File: src/rtl/maxpool_pkg.sv
// Shared types, window read-order offsets and the signed max helper for the max-pool engine.
package maxpool_pkg;

  typedef enum logic [1:0] {
    IDLE = 2'd0,
    RD   = 2'd1,
    WR   = 2'd2,
    DONE = 2'd3
  } state_t;

  // Bit k holds the row / column offset of the k-th read inside a 2x2 window:
  // (0,0), (1,0), (0,1), (1,1).
  localparam logic [3:0] WIN_DR = 4'b1010;
  localparam logic [3:0] WIN_DC = 4'b1100;

  localparam int MAX_BW = 64;

  // Address width for n locations, never below one bit.
  function automatic int aw_of(input int n);
    return (n > 1) ? $clog2(n) : 1;
  endfunction

  // Signed max; on a tie the first operand (the earlier element) wins.
  function automatic logic signed [MAX_BW-1:0] max2(input logic signed [MAX_BW-1:0] a,
                                                    input logic signed [MAX_BW-1:0] b);
    return (b > a) ? b : a;
  endfunction

endpackage

File: src/rtl/maxpool_seq_ctrl_if.sv
// Start/done handshake plus input-buffer read port and output-buffer write port of the max-pool engine.
interface maxpool_seq_ctrl_if #(
  parameter int BITWIDTH = 32,
  parameter int RD_AW    = 8,
  parameter int WR_AW    = 6
);
  logic                start;
  logic                busy;
  logic                done;
  logic                rd_en;
  logic [RD_AW-1:0]    rd_addr;
  logic [BITWIDTH-1:0] rd_data;
  logic                wr_en;
  logic [WR_AW-1:0]    wr_addr;
  logic [BITWIDTH-1:0] wr_data;

  modport master (
    output start, rd_data,
    input  busy, done, rd_en, rd_addr, wr_en, wr_addr, wr_data
  );

  modport slave (
    input  start, rd_data,
    output busy, done, rd_en, rd_addr, wr_en, wr_addr, wr_data
  );
endinterface

File: src/rtl/maxpool_cmp.sv
// Registered signed compare/accumulate unit: load seeds the window, cmp_en folds in the next element,
// result is the combinational max of the accumulator and the incoming element.
module maxpool_cmp
  import maxpool_pkg::*;
#(
  parameter int BITWIDTH = 32
) (
  input  logic                       clk,
  input  logic                       rst_n,
  input  logic                       load,
  input  logic                       cmp_en,
  input  logic signed [BITWIDTH-1:0] din,
  output logic signed [BITWIDTH-1:0] result
);
  logic signed [BITWIDTH-1:0] acc;
  logic signed [BITWIDTH-1:0] mx;

  assign mx     = BITWIDTH'(max2(MAX_BW'(acc), MAX_BW'(din)));
  assign result = mx;

  always_ff @(posedge clk or negedge rst_n) begin
    if (!rst_n) begin
      acc <= '0;
    end else if (load) begin
      acc <= din;
    end else if (cmp_en) begin
      acc <= mx;
    end
  end
endmodule

File: src/rtl/maxpool_seq_ctrl.sv
// 2x2/stride-2 max-pool sequencer: reads each window in four cycles and writes one pooled word in the fifth.
// Build option MAXPOOL_RELU_EN clamps negative pooled results to zero.
// state | meaning
// IDLE  | waiting for start
// RD    | window reads, sub-counter k = 0..3
// WR    | write of the pooled window value
// DONE  | one-cycle completion pulse
module maxpool_seq_ctrl
  import maxpool_pkg::*;
#(
  parameter int BITWIDTH = 32,
  parameter int CHANNELS = 2,
  parameter int IN_DIM   = 10
) (
  input logic               clk,
  input logic               rst_n,
  maxpool_seq_ctrl_if.slave bus
);
  localparam int OUT_DIM = IN_DIM / 2;
  localparam int RD_AW   = aw_of(CHANNELS * IN_DIM * IN_DIM);
  localparam int WR_AW   = aw_of(CHANNELS * OUT_DIM * OUT_DIM);
  localparam int CW      = aw_of(CHANNELS);
  localparam int OW      = aw_of(OUT_DIM);

  state_t                     state, state_d;
  logic [CW-1:0]              c, c_d;
  logic [OW-1:0]              i, i_d, j, j_d;
  logic [1:0]                 k, k_d;
  logic                       last_win;
  logic                       busy_q, done_q, rd_en_q, wr_en_q;
  logic [RD_AW-1:0]           rd_addr_q, rd_addr_d;
  logic [WR_AW-1:0]           wr_addr_q, wr_addr_d;
  logic                       cap_load, cap_cmp;
  logic signed [BITWIDTH-1:0] pool_max, pool_out;

  assign last_win = (c == CW'(CHANNELS - 1)) && (i == OW'(OUT_DIM - 1)) && (j == OW'(OUT_DIM - 1));

  always_comb begin
    state_d = state;
    c_d     = c;
    i_d     = i;
    j_d     = j;
    k_d     = k;
    case (state)
      IDLE: begin
        if (bus.start) begin
          state_d = RD;
          c_d     = '0;
          i_d     = '0;
          j_d     = '0;
          k_d     = '0;
        end
      end
      RD: begin
        k_d = k + 2'd1;
        if (k == 2'd3) state_d = WR;
      end
      WR: begin
        if (last_win) begin
          state_d = DONE;
        end else begin
          state_d = RD;
          if (j == OW'(OUT_DIM - 1)) begin
            j_d = '0;
            if (i == OW'(OUT_DIM - 1)) begin
              i_d = '0;
              c_d = c + CW'(1);
            end else begin
              i_d = i + OW'(1);
            end
          end else begin
            j_d = j + OW'(1);
          end
        end
      end
      DONE:    state_d = IDLE;
      default: state_d = IDLE;
    endcase
  end

  // Addresses are formed from the next-cycle counters so the strobes and addresses leave on flops.
  always_comb begin
    rd_addr_d = '0;
    wr_addr_d = '0;
    if (state_d == RD) begin
      rd_addr_d = RD_AW'((int'(c_d) * IN_DIM + 2 * int'(i_d) + int'(WIN_DR[k_d])) * IN_DIM
                         + 2 * int'(j_d) + int'(WIN_DC[k_d]));
    end
    if (state_d == WR) begin
      wr_addr_d = WR_AW'((int'(c_d) * OUT_DIM + int'(i_d)) * OUT_DIM + int'(j_d));
    end
  end

  always_ff @(posedge clk or negedge rst_n) begin
    if (!rst_n) begin
      state     <= IDLE;
      c         <= '0;
      i         <= '0;
      j         <= '0;
      k         <= '0;
      busy_q    <= 1'b0;
      done_q    <= 1'b0;
      rd_en_q   <= 1'b0;
      wr_en_q   <= 1'b0;
      rd_addr_q <= '0;
      wr_addr_q <= '0;
    end else begin
      state     <= state_d;
      c         <= c_d;
      i         <= i_d;
      j         <= j_d;
      k         <= k_d;
      busy_q    <= (state_d == RD) || (state_d == WR);
      done_q    <= (state_d == DONE);
      rd_en_q   <= (state_d == RD);
      wr_en_q   <= (state_d == WR);
      rd_addr_q <= rd_addr_d;
      wr_addr_q <= wr_addr_d;
    end
  end

  // Read data trails rd_en by one cycle: k=1 carries element 0, k=2/3 elements 1/2, WR element 3.
  assign cap_load = (state == RD) && (k == 2'd1);
  assign cap_cmp  = (state == RD) && k[1];

  maxpool_cmp #(
    .BITWIDTH(BITWIDTH)
  ) u_cmp (
    .clk    (clk),
    .rst_n  (rst_n),
    .load   (cap_load),
    .cmp_en (cap_cmp),
    .din    ($signed(bus.rd_data)),
    .result (pool_max)
  );

`ifdef MAXPOOL_RELU_EN
  assign pool_out = pool_max[BITWIDTH-1] ? '0 : pool_max;
`else
  assign pool_out = pool_max;
`endif

  assign bus.busy    = busy_q;
  assign bus.done    = done_q;
  assign bus.rd_en   = rd_en_q;
  assign bus.rd_addr = rd_addr_q;
  assign bus.wr_en   = wr_en_q;
  assign bus.wr_addr = wr_addr_q;
  assign bus.wr_data = wr_en_q ? pool_out : '0;
endmodule

File: src/flat_wrapper.sv
// flat-port wrapper written by rule: the top's interface ports become plain ports
module maxpool_seq_ctrl_flat import maxpool_pkg::*;
#(
  parameter int BITWIDTH = 32,
  parameter int CHANNELS = 2,
  parameter int IN_DIM   = 10
)
  (clk, rst_n, bus_start, bus_rd_data, bus_busy, bus_done, bus_rd_en, bus_rd_addr, bus_wr_en, bus_wr_addr, bus_wr_data);
  maxpool_seq_ctrl_if #(.BITWIDTH(BITWIDTH), .RD_AW(8), .WR_AW(6)) bus_i ();
  input logic clk;
  input logic rst_n;
  input wire logic [$bits(bus_i.start)-1:0] bus_start;
  input wire logic [$bits(bus_i.rd_data)-1:0] bus_rd_data;
  output wire logic [$bits(bus_i.busy)-1:0] bus_busy;
  output wire logic [$bits(bus_i.done)-1:0] bus_done;
  output wire logic [$bits(bus_i.rd_en)-1:0] bus_rd_en;
  output wire logic [$bits(bus_i.rd_addr)-1:0] bus_rd_addr;
  output wire logic [$bits(bus_i.wr_en)-1:0] bus_wr_en;
  output wire logic [$bits(bus_i.wr_addr)-1:0] bus_wr_addr;
  output wire logic [$bits(bus_i.wr_data)-1:0] bus_wr_data;
  assign bus_i.start = bus_start;
  assign bus_i.rd_data = bus_rd_data;
  assign bus_busy = bus_i.busy;
  assign bus_done = bus_i.done;
  assign bus_rd_en = bus_i.rd_en;
  assign bus_rd_addr = bus_i.rd_addr;
  assign bus_wr_en = bus_i.wr_en;
  assign bus_wr_addr = bus_i.wr_addr;
  assign bus_wr_data = bus_i.wr_data;
  maxpool_seq_ctrl #(.BITWIDTH(BITWIDTH), .CHANNELS(CHANNELS), .IN_DIM(IN_DIM)) u_core (.clk(clk), .rst_n(rst_n), .bus(bus_i));
endmodule
File: config.mk
export PLATFORM = sky130hd
export DESIGN_NAME = maxpool_seq_ctrl_flat
export DESIGN_NICKNAME = d
export VERILOG_FILES = /design/src/rtl/maxpool_pkg.sv /design/src/rtl/maxpool_seq_ctrl_if.sv /design/src/rtl/maxpool_cmp.sv /design/src/rtl/maxpool_seq_ctrl.sv /design/src/flat_wrapper.sv
export SDC_FILE = /design/constraint.sdc
export NUM_CORES = 1
export LEC_CHECK = 0
export CAP_MARGIN = 10
export CORE_MARGIN = 5
export CORE_UTILIZATION = 35
export DETAILED_ROUTE_END_ITERATION = 7
export GPL_ROUTABILITY_DRIVEN = 1
export PLACE_DENSITY = 0.53
export SLEW_MARGIN = 20
export SYNTH_ARGS = -nofsm -noshare
export SYNTH_HDL_FRONTEND = slang
export SYNTH_SLANG_ARGS = --single-unit
export TNS_END_PERCENT = 1
File: constraint.sdc
create_clock -name clk -period 5.3 [get_ports clk]
set_input_delay 1.06 -clock clk [delete_from_list [all_inputs] [get_ports clk]]
set_output_delay 1.06 -clock clk [all_outputs]
set_load 0.02 [all_outputs]
Word-level counts from Yosys, hierarchy flattened
Cells that the tools add are included.
- $add $sub $neg: 10
- multipliers: 4
- divide/modulo/power cells: 0
- magnitude comparators: 2
- equality and inequality tests: 10
- shift-type cells: 0
- muxes and demuxes: 30
- bitwise gates (word level): 0
- reductions and logical operators: 7
- operator list (operator ; count):
    $mux 32 ; 4
    $add 32x2->32 ; 1
    $add 32x4->32 ; 1
    $add 32x5->32 ; 1
    $gt 32x32->1 ; 1
    $mul 32x4->6 const B ; 1
    $mul 32x4->7 const B ; 1
    $mux 3 ; 7
    $pmux 3 s2 ; 2
    $eq 2x2->1 const B ; 5
    $add 8x2->8 ; 1
    $add 8x5->8 ; 1
    $mul 1x3->4 const B ; 2
    $mux 2 ; 4
    $mux 8 ; 1
    $pmux 2 s4 ; 1
    $add 3x1->3 const B ; 2
    $add 6x4->6 ; 1
    $eq 2x1->1 const B ; 3
    $eq 3x3->1 const B ; 2
    $mux 1 ; 6
    $mux 6 ; 1
    $bmux 1 s2 ; 2
    $logic_and 1x1->1 ; 4
    8 further kinds ; 8
- register bits: 61
- bits in latches: 0
- memory bits (writable): 0
- bits in read-only memories: 0
- input bits: 35
- output and inout port bits: 50
- word-level logic and storage cells: 75
- memories kept: 0

Logic depth before layout (Yosys ltp)
Gate-level depths: netlist (run 1).
- depth after elaboration: 12
- mapped depth: 21
- mapped depth without buffers: 21

By module
From an unflattened synthesis (run 1), not the netlist that was laid out.
- cells, all modules: 425
- area total of the unflattened synthesis: 4595.7 sq um
- by module, submodules not included (module ; instances ; cells an instance ; area an instance (sq um) ; seq. area each (sq um)):
    maxpool_cmp ; 1 ; 219 ; 2576.2 ; 800.8
    maxpool_seq_ctrl ; 1 ; 206 ; 2019.4 ; 725.7

Worst setup path after synthesis (run 1)
No wires, ideal clock.
- path type: input-to-reg
- from: input bus_start
- to: register u_core.rd_addr_q[7], in the netlist u_core.bus.rd_addr[7]
- library setup time: 120 ps
- arrival time: 4339 ps
- required time: 5180 ps
- slack: 841 ps
- stages on the path: 17
- buffers on the path: 0
- path through: o21bai_1 -> o21bai_1 -> a22o_1 -> ha_1 -> ha_1 -> xor2_1 -> and2_1 -> nor2_1 -> ha_1 -> fa_1 -> nand2_1 -> o21bai_1 -> a22oi_1 -> a21o_1 -> a21oi_1 -> or3_1 -> and3_1
- cells in the longest elaborated chain, start to end: 9
- elaborated cells between the ends (all ways): 22
- classes of those cells: add/sub (4); mul (2); eq/ne (1); mux (15)
- RTL lines (what ; RTL line ; source):
    start: declaration ; flat_wrapper.sv:12 ; input wire logic [$bits(bus_i.start)-1:0] bus_start;
    $mux 1 ; maxpool_seq_ctrl.sv:46 ; if (bus.start) begin
    $pmux 1 s2 ; maxpool_seq_ctrl.sv:44 ; case (state)
    net u_core.c_d ; maxpool_seq_ctrl.sv:26 ; logic [CW-1:0] c, c_d;
    $mul 1x3->4 ; maxpool_seq_ctrl.sv:86 ; rd_addr_d = RD_AW'((int'(c_d) * IN_DIM + 2 * int'(i_d) + int'(WIN_DR[k_d])) * IN_DIM
    $add 32x5->32 ; maxpool_seq_ctrl.sv:86 ;
    $add 32x2->32 ; maxpool_seq_ctrl.sv:86 ;
    $mul 32x4->7 ; maxpool_seq_ctrl.sv:86 ;
    $add 8x5->8 ; maxpool_seq_ctrl.sv:87 ; + 2 * int'(j_d) + int'(WIN_DC[k_d]));
    $add 8x2->8 ; maxpool_seq_ctrl.sv:87 ;
    $mux 8 ; maxpool_seq_ctrl.sv:85 ; if (state_d == RD) begin
    net u_core.rd_addr_d[7] ; maxpool_seq_ctrl.sv:31 ; logic [RD_AW-1:0] rd_addr_q, rd_addr_d;
    end signal: assignment ; maxpool_seq_ctrl.sv:117 ; rd_addr_q <= rd_addr_d;
    end: declaration ; maxpool_seq_ctrl.sv:31 ;
The timed path passes the listed nets, and every way through them passes these cells. The select of a mux whose other input is x is not followed.
A chain may end at the register's enable or synchronous reset.

Final worst setup path (run 1)
- from: input bus_rd_data[30]
- to: output bus_wr_data[2]
- cells in the longest elaborated chain, start to end: 3
- RTL lines (what ; RTL line ; source):
    start: declaration ; flat_wrapper.sv:13 ; input wire logic [$bits(bus_i.rd_data)-1:0] bus_rd_data;
    $gt 32x32->1 ; maxpool_pkg.sv:26 ; return (b > a) ? b : a;
    $mux 32 ; maxpool_pkg.sv:26 ;
    $mux 32 ; maxpool_seq_ctrl.sv:149 ; assign bus.wr_data = wr_en_q ? pool_out : '0;
    end: declaration ; flat_wrapper.sv:20 ; output wire logic [$bits(bus_i.wr_data)-1:0] bus_wr_data;
No other way between the ends.

==> impl_results.rst, run 1 <==
.. list-table::
   :header-rows: 1

   * - Metric
     - Value
   * - Main area contributors after synthesis
     - sky130_fd_sc_hd__dfrtp_1, sky130_fd_sc_hd__ha_1, sky130_fd_sc_hd__mux2_4, sky130_fd_sc_hd__mux2i_1, sky130_fd_sc_hd__nor2b_1
   * - WP data arrival
     - 4.19 ns
   * - Maximum buffer depth of the clock tree
     - 2
   * - Worst max-slew margin expressed relative to the limit
     - 38.0%
   * - Hold path depth
     - 1
   * - Overall routed net length
     - 10,300 um
   * - Max stage delay on crit path
     - 0.62 ns
   * - Horiz. Die Dim
     - 124 um
   * - Vias in the first global route
     - 3,593
   * - Leakage component of the power
     - 3.39 nW
   * - Floorplan core area
     - 0.0126 mm2
   * - Setup crit start kind
     - primary input
   * - Number of antenna repair diodes
     - 0
   * - Number of endpoints with negative hold slack in the final report
     - 0
   * - Critical path buffer and inverter count
     - 4
   * - Most frequent cell after synthesis
     - sky130_fd_sc_hd__dfrtp_1
   * - Remaining global-route overflow
     - 0
   * - Post-Synthesis Cell Area
     - 0.00451 mm2
   * - Most common library cells after synthesis
     - sky130_fd_sc_hd__dfrtp_1, sky130_fd_sc_hd__ha_1, sky130_fd_sc_hd__inv_1
   * - Number of enable flip-flop cells after synthesis
     - 0
   * - Final setup fails
     - 0
   * - Syn Inst Count
     - 425
   * - Most used cell, CP
     - sky130_fd_sc_hd__clkdlybuf4s50_1
   * - Result of the run
     - completed
   * - Clock insertion delay at the later pin of the skew report
     - 0.34 ns
   * - Gpl congestion
     - 0.790
   * - Largest net degree at the start of global routing
     - 62
   * - Total of flip-flops plus latches after synthesis
     - 61
   * - CTS sink count
     - 61
   * - Unrepaired setup endpoints after global routing
     - true
   * - Global-route usage over all layers
     - 14.7%
   * - Worst Min Path Start
     - u_core.u_cmp.acc[31]
   * - Routed via count
     - 3,355
   * - Top cell type's share of synthesized area
     - 33.8%
   * - DIE HEIGHT
     - 124 um
   * - Hold_buf cts
     - 0
   * - Number of warning messages in the yosys log
     - 0
   * - Post-detail-place hpwl
     - 7650 um
   * - Post-detailed-route via-to-cell ratio
     - 4.74
   * - Clock-pin slew on the worst setup and hold paths
     - 0.05 ns
   * - I/O pin count
     - 85
   * - Avg Inst Size Synth
     - 10.6 um2
   * - Number of design-rule violations left by the first detailed-router iteration
     - 133
   * - Most common flop cell mapped by yosys
     - sky130_fd_sc_hd__dfrtp_1
   * - PortBufs
     - 84
   * - Final clock skew
     - 0.00513 ns
   * - Pre-antenna DRT Iters
     - 4
   * - Max-capacitance violation count
     - 0
   * - Worst path top cell family by delay
     - buffers and inverters
   * - Reg2reg setup slack
     - 0.75 ns
   * - Worst-path maximum fanout
     - 14
   * - Pwr/cell area
     - 227 mW/mm2
   * - Synthesized Nets
     - 522
   * - Total number of nets in the final design
     - 628
   * - Initial antenna violation count
     - 0
   * - Worst vdd ir
     - 0.207 mV
   * - Worst-path cell with the longest stage delay
     - sky130_fd_sc_hd__clkdlybuf4s50_1
   * - Antenna-violating nets left
     - 0
   * - Crit Reg-Reg Endpoint
     - u_core.bus.rd_addr[7]
   * - CTS tree
     - yes
   * - Placement row count
     - 41
   * - CTS Root Cell
     - sky130_fd_sc_hd__clkbuf_16
   * - Number of max-slew violations in the final report
     - 0
   * - Required time reported for the critical path endpoint
     - 4.24 ns
   * - Final clock period utilization by the worst path
     - 99.0%
   * - Kind of path behind the tightest hold check
     - register to register
   * - Number of H-tree levels
     - 3
   * - Launch point of the worst reg-to-reg path
     - u_core.i[0]
   * - Placement Setup Slack
     - -0.0956 ns
   * - Worst hold slack after final layout
     - 0.535 ns
   * - Routed wirelength normalized by instance count
     - 14.5 um
   * - Distinct cell type count after synthesis
     - 45
   * - Highest Clock Rate
     - 0.191 GHz
   * - Final setup slack of the worst path
     - 0.0518 ns
   * - Count of cells along the worst register-to-register path
     - 19
   * - Cell breakdown of the critical path
     - clkdlybuf4s50_1, ha_1, and4_1, a21o_1, a2111oi_2, buf_4, a31oi_2, o211ai_4, buf_12, mux2i_1, nor2b_1, clkdlybuf4s50_1
   * - Register area share after synthesis
     - 33.8%
   * - Global-route wire length before repair
     - 17,300 um
   * - Transition time at the pin with the least slew margin
     - 0.929 ns
   * - Initial cell density of the core
     - 35.8%
   * - Number of remaining DRC errors
     - 0
   * - Endpoint of the worst hold path
     - u_core.u_cmp.acc[31]
   * - Share of layout cells above drive strength 1
     - 13.8%
   * - Clock buffer count from CTS
     - 9
   * - Area of the die
     - 0.0153 mm2
   * - Sort of element at the end of the critical path
     - primary output
   * - Async set-reset flop share out of synthesis
     - 100%
   * - Type of the setup path with the least slack
     - primary input to primary output
   * - Post-layout utilization of the core
     - 47.8%
   * - Crit path time final
     - 5.25 ns
   * - Post-synthesis cell type with the largest combined area
     - sky130_fd_sc_hd__dfrtp_1
   * - Area growth from synthesis to layout
     - 33.7%
## worst max path at each step
stage	end	startpoint	depth (start not counted)
CTS	bus_wr_data[2]	bus_rd_data[30]	12
floorplan	u_core.bus.rd_addr[7]	bus_start	17
detailed placement	bus_wr_data[0]	bus_rd_data[30]	11
finish	bus_wr_data[2]	bus_rd_data[30]	12
global placement	bus_wr_data[0]	bus_rd_data[30]	11
global route	bus_wr_data[2]	bus_rd_data[30]	11
## stage by stage
step / TNS [ns] / cell area, um2 / instances / power, mW
finish: 0 / 6030 / 708 / 1.37
global route: -0.145 / 6030 / 708 / 1.45
global placement: -0.0479 / 5660 / 691 / 0.792
floorplan: 0 / 4510 / 425 / 0.704
detailed placement: -0.346 / 5660 / 691 / 0.796
CTS: 0 / 5960 / 708 / 1.40
## power breakdown
group / internal (mW) / switching, mW
Sequential: 0.482 / 0.0102
Clock: 0.373 / 0.212
Combinational: 0.164 / 0.130
Total: 1.02 / 0.353
## what timing repair did
action / 4_1_cts / 5_1_grt
gates resized for setup: 2 / 29
setup buffers: 1 / 0
endpoints found under the setup margin: 30 / 30
pin swaps: 1 / 0
## registers in the layout (all words and copies together) (netlist names)
name                flops
u_core.state            2
u_core.bus.busy         1
u_core.k                2
u_core.bus.wr_en        1
u_core.i                3
u_core.bus.wr_addr      6
u_core.bus.rd_addr      8
u_core.j                3
u_core.bus.done         1
u_core.bus.rd_en        1
u_core.c                1
u_core.u_cmp.acc       32
## cell type report
class                      count  area [um2]
sequential                    61        1530
multi-input combinational    303        2720
clock buffer                  11         243
fill                        1198        6590
inverter                      52         195
tap                          172         215
timing repair buffer         104        1080
clock inverter                 5        50.0
## worst register-to-register path: cells and delay by family, from the launching register on
| family | cells | cell delay, ns |
|---|---|---|
| adders and majority gates | 5 | 1.68 |
| and+or+nand+nor | 6 | 1.22 |
| AOI/OAI and AO/OA | 6 | 1.01 |
| DFF | 1 | 0.38 |
| buffers and inverters | 2 | 0.15 |
## kinds of logic (layout without fill, tap and decap cells)
family                     after synthesis  count (layout)  share of synthesized area, %
adders and majority gates               62              62                          17.7
DFF                                     61              61                          33.8
and+or+nand+nor                        100             100                          12.8
muxes                                   64              64                          17.6
xor gates and xnor gates                 9               9                          1.75
buffers and inverters                   61             172                          6.07
AOI/OAI and AO/OA                       68              68                          10.3
## layout by cell type, fill, tap and decap left out, types with 4 or more instances in the layout
cell	netlist	routed
sky130_fd_sc_hd__a21o_1	8	8
sky130_fd_sc_hd__a21oi_1	21	21
sky130_fd_sc_hd__and2_1	12	12
sky130_fd_sc_hd__buf_4	0	18
sky130_fd_sc_hd__clkbuf_16	0	9
sky130_fd_sc_hd__clkdlybuf4s50_1	0	52
sky130_fd_sc_hd__clkinv_2	0	4
sky130_fd_sc_hd__dfrtp_1	61	61
sky130_fd_sc_hd__dlymetal6s2s_1	0	29
sky130_fd_sc_hd__ha_1	59	59
sky130_fd_sc_hd__inv_1	52	52
sky130_fd_sc_hd__mux2_4	30	30
sky130_fd_sc_hd__mux2i_1	32	32
sky130_fd_sc_hd__nand2_1	14	14
sky130_fd_sc_hd__nand3_1	4	4
sky130_fd_sc_hd__nand4_1	6	6
sky130_fd_sc_hd__nor2_1	10	10
sky130_fd_sc_hd__nor2b_1	40	40
sky130_fd_sc_hd__o21ai_0	15	15
sky130_fd_sc_hd__xnor2_1	6	6
## per-layer routing
metal  GRT usage [%]  wire (um)  vias up
li1                -          -     1682
met1            18.4       4720     1603
met2            23.4       4780       57
met3            4.80        604       13
met4            5.81        185        0
met5               0          0        -
(Power assumes the default switching activity.)
==> run 2, diff against run 1 <==
--- a/config.mk
+++ b/config.mk
@@ -11,6 +11,7 @@
 export DETAILED_ROUTE_END_ITERATION = 7
 export GPL_ROUTABILITY_DRIVEN = 1
 export PLACE_DENSITY = 0.53
+export SKIP_CTS_REPAIR_TIMING = 1
 export SLEW_MARGIN = 20
 export SYNTH_ARGS = -nofsm -noshare
 export SYNTH_HDL_FRONTEND = slang
==> run 2 against run 1 <==
  * Sequential share of layout area decreased by 0.073 points
  * Final cell count up 0.14%
  * Register-to-register slack barely moved
  * Hold slack about the same
  * Die area unchanged
==> impl_results.rst, run 2 (synthesis results as in run 1) <==
.. list-table::
   :header-rows: 1

   * - Metric
     - Value
   * - Result of the run
     - completed (unchanged)
   * - Final total power
     - 1.37 mW (about the same)
   * - Setup crit start kind
     - primary input (unchanged)
   * - Part of the total power dissipated in combinational logic
     - 21.6% (was 21.5%)
   * - Floorplan core area
     - 0.0126 mm2 (unchanged)
   * - Worst hold slack after final layout
     - 0.535 ns (about the same)
   * - Most frequent standard cell in the layout excluding fill and tap cells
     - sky130_fd_sc_hd__dfrtp_1 (unchanged)
   * - Worst max-slew margin expressed relative to the limit
     - 38.0% (about the same)
   * - Post-detail-place hpwl
     - 7650 um (unchanged)
   * - Kind of path behind the tightest hold check
     - register to register (unchanged)
   * - Leakage component of the power
     - 3.44 nW (was 3.39 nW)
   * - DIE HEIGHT
     - 124 um (unchanged)
   * - PortBufs
     - 84 (unchanged)
   * - Top library cells by usage in the layout, fill and taps aside
     - sky130_fd_sc_hd__dfrtp_1, sky130_fd_sc_hd__ha_1, sky130_fd_sc_hd__inv_1 (was sky130_fd_sc_hd__dfrtp_1, sky130_fd_sc_hd__ha_1, sky130_fd_sc_hd__inv_1, sky130_fd_sc_hd__clkdlybuf4s50_1, sky130_fd_sc_hd__nor2b_1)
   * - Number of max-slew violations in the final report
     - 0 (unchanged)
   * - Final setup slack of the worst path
     - 0.362 ns (was 0.0518 ns)
   * - Clock network fraction of total power
     - 42.6% (was 42.7%)
   * - Area of the die
     - 0.0153 mm2 (unchanged)
   * - Initial cell density of the core
     - 35.8% (unchanged)
   * - Number of H-tree levels
     - 3 (unchanged)
   * - Gpl congestion
     - 0.790 (unchanged)
   * - Worst-path cell with the longest stage delay
     - sky130_fd_sc_hd__clkdlybuf4s50_1 (unchanged)
   * - Area growth from synthesis to layout
     - 34.0% (was 33.7%)
   * - Hold path depth
     - 1 (unchanged)
   * - Post-detailed-route via-to-cell ratio
     - 4.73 (was 4.74)
   * - Worst Min Path Start
     - u_core.u_cmp.acc[31] (unchanged)
   * - Total number of nets in the final design
     - 629 (was 628)
   * - Clock-pin slew on the worst setup and hold paths
     - 0.05 ns (about the same)
   * - CTS tree
     - yes (unchanged)
   * - Crit Reg-Reg Endpoint
     - u_core.bus.rd_addr[7] (unchanged)
   * - Initial antenna violation count
     - 0 (unchanged)
   * - Max-capacitance violation count
     - 0 (unchanged)
   * - Endpoint of the worst hold path
     - u_core.u_cmp.acc[31] (unchanged)
   * - Type of the setup path with the least slack
     - primary input to primary output (unchanged)
   * - Finished layout cell area
     - 0.00605 mm2 (was 0.00603 mm2)
   * - Global-route wire length before repair
     - 17,300 um (about the same)
   * - Worst-path maximum fanout
     - 12 (was 14)
   * - WP data arrival
     - 3.88 ns (was 4.19 ns)
   * - Post-layout utilization of the core
     - 47.9% (was 47.8%)
   * - Launch point of the worst reg-to-reg path
     - u_core.i[0] (unchanged)
   * - Maximum buffer depth of the clock tree
     - 2 (unchanged)
   * - Highest Clock Rate
     - 0.203 GHz (was 0.191 GHz)
   * - Share of layout cells above drive strength 1
     - 14.0% (was 13.8%)
   * - Fraction of power spent switching nets
     - 25.7% (about the same)
   * - Number of remaining DRC errors
     - 0 (unchanged)
   * - Placement Setup Slack
     - -0.0956 ns (unchanged)
   * - CTS Root Cell
     - sky130_fd_sc_hd__clkbuf_16 (unchanged)
   * - Pwr/cell area
     - 227 mW/mm2 (about the same)
   * - Number of antenna repair diodes
     - 0 (unchanged)
   * - Horiz. Die Dim
     - 124 um (unchanged)
   * - Unrepaired setup endpoints after global routing
     - false (was true)
   * - Number of flip-flops in the largest register
     - 32 (unchanged)
   * - Clock insertion delay at the later pin of the skew report
     - 0.34 ns (about the same)
   * - Register share of total power
     - 35.8% (was 35.9%)
   * - Placement row count
     - 41 (unchanged)
   * - Required time reported for the critical path endpoint
     - 4.24 ns (about the same)
   * - Sort of element at the end of the critical path
     - primary output (unchanged)
   * - Transition time at the pin with the least slew margin
     - 0.930 ns (was 0.929 ns)
   * - Final setup fails
     - 0 (unchanged)
   * - Number of design-rule violations left by the first detailed-router iteration
     - 169 (was 133)
   * - I/O pin count
     - 85 (unchanged)
   * - Routed via count
     - 3,353 (was 3,355)
   * - Overall routed net length
     - 10,300 um (about the same)
   * - Final clock period utilization by the worst path
     - 93.2% (was 99.0%)
   * - Clock buffer count from CTS
     - 9 (unchanged)
   * - Net switching power
     - 0.353 mW (about the same)
   * - Reg2reg setup slack
     - 0.75 ns (about the same)
   * - Register bank with the most flops
     - u_core.u_cmp.acc (unchanged)
   * - Pre-antenna DRT Iters
     - 4 (unchanged)
   * - Routed wirelength normalized by instance count
     - 14.5 um (about the same)
   * - Count of cells along the worst register-to-register path
     - 19 (unchanged)
   * - Largest net degree at the start of global routing
     - 62 (unchanged)
   * - Global-route usage over all layers
     - 14.7% (about the same)
   * - Vias in the first global route
     - 3,585 (was 3,593)
   * - Max stage delay on crit path
     - 0.47 ns (was 0.62 ns)
   * - Crit path time final
     - 4.94 ns (was 5.25 ns)
   * - Number of endpoints with negative hold slack in the final report
     - 0 (unchanged)
   * - Remaining global-route overflow
     - 0 (unchanged)
   * - Cell Area, Placed
     - 0.00566 mm2 (unchanged)
   * - Antenna-violating nets left
     - 0 (unchanged)
   * - Worst vdd ir
     - 0.207 mV (about the same)
   * - Cell breakdown of the critical path
     - clkdlybuf4s50_1, ha_1, and4_1, a21o_1, a2111oi_2, buf_4, a31oi_2, o211ai_4, buf_12, mux2i_1, nor2b_1, dlymetal6s2s_1 (was clkdlybuf4s50_1, ha_1, and4_1, a21o_1, a2111oi_2, buf_4, a31oi_2, o211ai_4, buf_12, mux2i_1, nor2b_1, clkdlybuf4s50_1)
   * - Final clock skew
     - 0.00512 ns (was 0.00513 ns)
   * - Design internal power
     - 1.02 mW (about the same)
   * - CTS sink count
     - 61 (unchanged)
==> run 2: changes by cell type in the layout (fill, tap and decap cells not counted), sizes merged <==
cell and change:
dlymetal6s2s +3, dlygate4sd2 -2, buf +1, clkdlybuf4s50 -1
==> run 2: power groups by stage <==
stage	logic (mW)	registers, mW	clock network, mW
final	0.296	0.492	0.585
after global routing	0.325	0.493	0.630
after CTS	0.298	0.492	0.607
after detailed placement	0.296	0.500	0
after global placement	0.293	0.499	0
after floorplan	0.207	0.497	0
==> run 2: routing by layer <==
| metal | wire length [um] | vias to the layer above | track usage, % | part of all wire, % |
|---|---|---|---|---|
| met5 | 0 | - | 0 | 0 |
| li1 | - | 1684 | - | - |
| met3 | 598 | 13 | 4.80 | 5.8 |
| met2 | 4780 | 57 | 23.3 | 46 |
| met4 | 185 | 0 | 5.81 | 1.8 |
| met1 | 4740 | 1599 | 18.4 | 46 |
==> run 2: worst max-delay path: cells and delay by family <==
| kind | cells | cell delay [ns] |
|---|---|---|
| buffers and inverters | 4 | 1.05 |
| AOI/OAI and AO/OA | 4 | 0.87 |
| muxes | 1 | 0.24 |
| adders and majority gates | 1 | 0.35 |
| and+or+nand+nor | 2 | 0.28 |
==> run 2: stage by stage <==
| stage | setup TNS [ns] | instances |
|---|---|---|
| CTS | -0.788 | 707 |
| finish | 0 | 709 |
| floorplan | 0 | 425 |
| global route | 0 | 709 |
| global placement | -0.0479 | 691 |
| detailed placement | -0.346 | 691 |
==> run 2: area by class of cell <==
type | count | area [um2]
clock buffers | 11 | 243
clock inverters | 5 | 50.0
fillers | 1197 | 6570
inverters | 52 | 195
multi-input cells | 303 | 2720
flip-flops and latches | 61 | 1530
well taps | 172 | 215
repair buffers | 105 | 1100
==> run 2: how the worst max path moves through the flow <==
stage / start / endpoint / slack [ns] / cells after the start
2_1_floorplan: bus_start / u_core.bus.rd_addr[7] / 0.84 / 17
3_3_place_gp: bus_rd_data[30] / bus_wr_data[0] / -0.05 / 11
3_5_place_dp: bus_rd_data[30] / bus_wr_data[0] / -0.1 / 11
4_1_cts: bus_rd_data[30] / bus_wr_data[0] / -0.11 / 11
5_1_grt: bus_rd_data[30] / bus_wr_data[0] / 0.16 / 11
6_report: bus_rd_data[30] / bus_wr_data[28] / 0.36 / 12
==> run 3, diff against run 2 <==
--- a/config.mk
+++ b/config.mk
@@ -5,6 +5,7 @@
 export SDC_FILE = /design/constraint.sdc
 export NUM_CORES = 1
 export LEC_CHECK = 0
+export ABC_AREA = 1
 export CAP_MARGIN = 10
 export CORE_MARGIN = 5
 export CORE_UTILIZATION = 35
==> constraint.sdc (replaced) <==
create_clock -name clk -period 5.3 [get_ports clk]
set_input_delay 0.795 -clock clk [delete_from_list [all_inputs] [get_ports clk]]
set_output_delay 0.795 -clock clk [all_outputs]
set_load 0.02 [all_outputs]
==> run 3 against run 2 <==
  * Setup slack better by 0.26 ns
  * Critical path type unchanged
  * Die area up 6.2%
  * Critical path depth increased by 2
  * Maximum frequency is 5.5% higher
  * Sequential share of layout area is 0.41 points lower
==> impl_results.rst, run 3 <==
.. list-table::
   :header-rows: 1

   * - Metric
     - Value
   * - Number of H-tree levels
     - 3 (unchanged)
   * - Number of endpoints with negative hold slack in the final report
     - 0 (unchanged)
   * - Share of the synthesized netlist area taken by xor and xnor gates
     - 0.909% (was 1.75%)
   * - Post-synthesis cell type with the largest combined area
     - sky130_fd_sc_hd__dfrtp_1 (unchanged)
   * - Most common flop cell mapped by yosys
     - sky130_fd_sc_hd__dfrtp_1 (unchanged)
   * - Setup crit start kind
     - primary input (unchanged)
   * - Post-layout utilization of the core
     - 46.1% (was 47.9%)
   * - Clock buffer count from CTS
     - 9 (unchanged)
   * - Remaining global-route overflow
     - 0 (unchanged)
   * - Gpl congestion
     - 0.881 (was 0.790)
   * - WP data arrival
     - 3.89 ns (was 3.88 ns)
   * - Highest Clock Rate
     - 0.214 GHz (was 0.203 GHz)
   * - Total number of nets in the final design
     - 856 (was 629)
   * - Crit path time final
     - 4.68 ns (was 4.94 ns)
   * - Total of flip-flops plus latches after synthesis
     - 61 (unchanged)
   * - I/O pin count
     - 85 (unchanged)
   * - Register share of total power
     - 35.5% (was 35.8%)
   * - Initial antenna violation count
     - 0 (unchanged)
   * - Number of antenna repair diodes
     - 0 (unchanged)
   * - Part of the total power dissipated in combinational logic
     - 19.1% (was 21.6%)
   * - Post-detailed-route via-to-cell ratio
     - 4.93 (was 4.73)
   * - Type of the setup path with the least slack
     - primary input to primary output (unchanged)
   * - Clock-pin slew on the worst setup and hold paths
     - 0.05 ns (about the same)
   * - Global-route wire length before repair
     - 22,400 um (was 17,300 um)
   * - Floorplan core area
     - 0.0133 mm2 (was 0.0126 mm2)
   * - Clock network fraction of total power
     - 45.4% (was 42.6%)
   * - Register area share after synthesis
     - 31.7% (was 33.8%)
   * - Horiz. Die Dim
     - 127 um (was 124 um)
   * - Largest net degree at the start of global routing
     - 42 (was 62)
   * - CTS tree
     - yes (unchanged)
   * - Final setup slack of the worst path
     - 0.620 ns (was 0.362 ns)
   * - Max-capacitance violation count
     - 0 (unchanged)
   * - Main area contributors after synthesis
     - sky130_fd_sc_hd__dfrtp_1, sky130_fd_sc_hd__ha_1, sky130_fd_sc_hd__nand2_1, sky130_fd_sc_hd__inv_1, sky130_fd_sc_hd__nand4_1 (was sky130_fd_sc_hd__dfrtp_1, sky130_fd_sc_hd__ha_1, sky130_fd_sc_hd__mux2_4, sky130_fd_sc_hd__mux2i_1, sky130_fd_sc_hd__nor2b_1)
   * - Final cell count without fillers
     - 939 (was 709)
   * - Antenna-violating nets left
     - 0 (unchanged)
   * - Launch point of the worst reg-to-reg path
     - u_core.i[0] (unchanged)
   * - Top library cells by usage in the layout, fill and taps aside
     - sky130_fd_sc_hd__nand2_1, sky130_fd_sc_hd__inv_1, sky130_fd_sc_hd__clkdlybuf4s50_1 (was sky130_fd_sc_hd__dfrtp_1, sky130_fd_sc_hd__ha_1, sky130_fd_sc_hd__inv_1)
   * - Area of the die
     - 0.0162 mm2 (was 0.0153 mm2)
   * - Fraction of power spent switching nets
     - 26.8% (was 25.7%)
   * - Reg2reg setup slack
     - 1.08 ns (was 0.75 ns)
   * - Worst vdd ir
     - 0.170 mV (was 0.207 mV)
   * - Top cell type's share of synthesized area
     - 31.7% (was 33.8%)
   * - Routed wirelength normalized by instance count
     - 14.2 um (was 14.5 um)
   * - Placement Setup Slack
     - 0.562 ns (was -0.0956 ns)
   * - Kind of path behind the tightest hold check
     - primary input to asynchronous set/reset pin (was register to register)
   * - Compound-Gate Fraction of Synth Area
     - 10.6% (was 10.3%)
   * - Result of the run
     - completed (unchanged)
   * - PortBufs
     - 84 (unchanged)
   * - Maximum buffer depth of the clock tree
     - 2 (unchanged)
   * - Post-detail-place hpwl
     - 9340 um (was 7650 um)
   * - Number of max-slew violations in the final report
     - 0 (unchanged)
   * - Most common library cells after synthesis
     - sky130_fd_sc_hd__nand2_1, sky130_fd_sc_hd__inv_1, sky130_fd_sc_hd__dfrtp_1 (was sky130_fd_sc_hd__dfrtp_1, sky130_fd_sc_hd__ha_1, sky130_fd_sc_hd__inv_1)
   * - Net switching power
     - 0.367 mW (was 0.353 mW)
   * - Number of remaining DRC errors
     - 0 (unchanged)
   * - Pwr/cell area
     - 222 mW/mm2 (was 227 mW/mm2)
   * - Placed cell count
     - 924 (was 691)
   * - Overall routed net length
     - 13,400 um (was 10,300 um)
   * - Fillers
     - 1,361 (was 1,197)
   * - Pre-antenna DRT Iters
     - 4 (unchanged)
   * - Avg Inst Size Synth
     - 7.09 um2 (was 10.6 um2)
   * - Simple-gate area share of the yosys netlist
     - 26.5% (was 12.8%)
   * - Count of cells along the worst register-to-register path
     - 22 (was 19)
   * - Vias in the first global route
     - 4,636 (was 3,585)
   * - Design internal power
     - 1.00 mW (was 1.02 mW)
   * - Initial cell density of the core
     - 36.1% (was 35.8%)
   * - Worst max-slew margin expressed relative to the limit
     - 35.4% (was 38.0%)
   * - Sort of element at the end of the critical path
     - primary output (unchanged)
   * - Syn Inst Count
     - 680 (was 425)
   * - Number of flip-flops in the largest register
     - 32 (unchanged)
   * - Number of design-rule violations left by the first detailed-router iteration
     - 320 (was 169)
   * - Register bank with the most flops
     - u_core.u_cmp.acc (unchanged)
   * - Most frequent cell after synthesis
     - sky130_fd_sc_hd__nand2_1 (was sky130_fd_sc_hd__dfrtp_1)
   * - Routed via count
     - 4,625 (was 3,353)
   * - Crit Reg-Reg Endpoint
     - u_core.bus.wr_addr[5] (was u_core.bus.rd_addr[7])
   * - DIE HEIGHT
     - 127 um (was 124 um)
   * - Number of enable flip-flop cells after synthesis
     - 0 (unchanged)
   * - Unrepaired setup endpoints after global routing
     - false (unchanged)
   * - Final clock skew
     - 0.00536 ns (was 0.00512 ns)
   * - Number of warning messages in the yosys log
     - 0 (unchanged)
   * - Clock insertion delay at the later pin of the skew report
     - 0.33 ns (was 0.34 ns)
   * - Most frequent standard cell in the layout excluding fill and tap cells
     - sky130_fd_sc_hd__nand2_1 (was sky130_fd_sc_hd__dfrtp_1)
   * - Share of layout cells above drive strength 1
     - 4.33% (was 14.0%)
   * - Post-synthesis adder-cell area fraction
     - 16.6% (was 17.7%)
   * - CTS Root Cell
     - sky130_fd_sc_hd__clkbuf_16 (unchanged)
   * - CTS sink count
     - 61 (unchanged)
   * - Worst-path maximum fanout
     - 25 (was 12)
   * - Final setup fails
     - 0 (unchanged)
   * - Required time reported for the critical path endpoint
     - 4.51 ns (was 4.24 ns)
   * - Transition time at the pin with the least slew margin
     - 0.964 ns (was 0.930 ns)
   * - Final clock period utilization by the worst path
     - 88.3% (was 93.2%)
   * - Placement row count
     - 42 (was 41)
   * - Combinational family with the most area after synthesis
     - simple AND/OR/NAND/NOR gates (was adder cells)
   * - Post-synthesis mux area share
     - 0% (was 17.6%)
   * - Leakage component of the power
     - 3.24 nW (was 3.44 nW)
   * - Area growth from synthesis to layout
     - 27.6% (was 34.0%)
   * - Distinct cell type count after synthesis
     - 28 (was 45)
   * - Synthesized Nets
     - 777 (was 522)
   * - Global-route usage over all layers
     - 17.0% (was 14.7%)
   * - Total Neg Setup Slack
     - 0 ns (unchanged)
   * - Post-Synthesis Cell Area
     - 0.00482 mm2 (was 0.00451 mm2)
   * - Async set-reset flop share out of synthesis
     - 100% (unchanged)
[run 3: worst max path at each step]
| stage | from | to | cells after the start |
|---|---|---|---|
| floorplan | u_core.i[0] | u_core.bus.wr_addr[5] | 20 |
| CTS | bus_rd_data[31] | bus_wr_data[31] | 14 |
| global route | bus_rd_data[31] | bus_wr_data[31] | 14 |
| finish | bus_rd_data[31] | bus_wr_data[31] | 14 |
| detailed placement | bus_rd_data[31] | bus_wr_data[31] | 14 |
| global placement | bus_rd_data[31] | bus_wr_data[31] | 14 |
[run 3: logic make-up after synthesis]
logic type	count (synthesis)
flops	61
simple gates	295
compound gates	89
xor+xnor	5
fa+ha+maj	62
buf+inv	168
[run 3: layer usage]
layer | GRT usage (%) | share of wire [%]
met5 | 0 | 0
met4 | 5.11 | 1.4
met3 | 3.71 | 4.8
met2 | 30.0 | 49
met1 | 20.7 | 45
[run 3: cell type report]
cell class	instances	area, um2	share of cell area (%)
Clock inverter	4	72.6	1.18
Multi-Input combinational cell	451	2640	42.9
Timing Repair Buffer	92	908	14.8
Clock buffer	11	243	3.95
Sequential cell	61	1530	24.8
Tap cell	176	220	3.58
Inverter	144	541	8.79
[run 3: critical path: stages]
cell and delay [ns]:
sky130_fd_sc_hd__clkdlybuf4s50_1 0.45, sky130_fd_sc_hd__ha_1 0.39, sky130_fd_sc_hd__nand2_1 0.11, sky130_fd_sc_hd__nor2_2 0.13, sky130_fd_sc_hd__nand2_1 0.09, sky130_fd_sc_hd__nor4_2 0.26, sky130_fd_sc_hd__nand2_1 0.14, sky130_fd_sc_hd__nand3_2 0.09
sky130_fd_sc_hd__nand3_2 0.22, sky130_fd_sc_hd__buf_12 0.25, sky130_fd_sc_hd__nand2_1 0.08, sky130_fd_sc_hd__nand2_1 0.05, sky130_fd_sc_hd__nor2_1 0.15, sky130_fd_sc_hd__clkdlybuf4s50_1 0.67
[run 3: metrics by stage]
step | total power [mW] | area, um2 | hold WS [ns]
2_1_floorplan | 0.668 | 4820 | 0.493
3_3_place_gp | 0.751 | 5830 | 0.518
3_5_place_dp | 0.754 | 5830 | 0.523
4_1_cts | 1.39 | 6150 | 0.452
5_1_grt | 1.45 | 6150 | 0.477
6_report | 1.37 | 6150 | 0.438
[run 3: power groups by stage]
stage | Combinational [mW] | Clock (mW) | Sequential, mW
finish | 0.261 | 0.621 | 0.485
global route | 0.300 | 0.661 | 0.486
CTS | 0.263 | 0.641 | 0.485
detailed placement | 0.261 | 0 | 0.493
global placement | 0.258 | 0 | 0.493
floorplan | 0.176 | 0 | 0.493
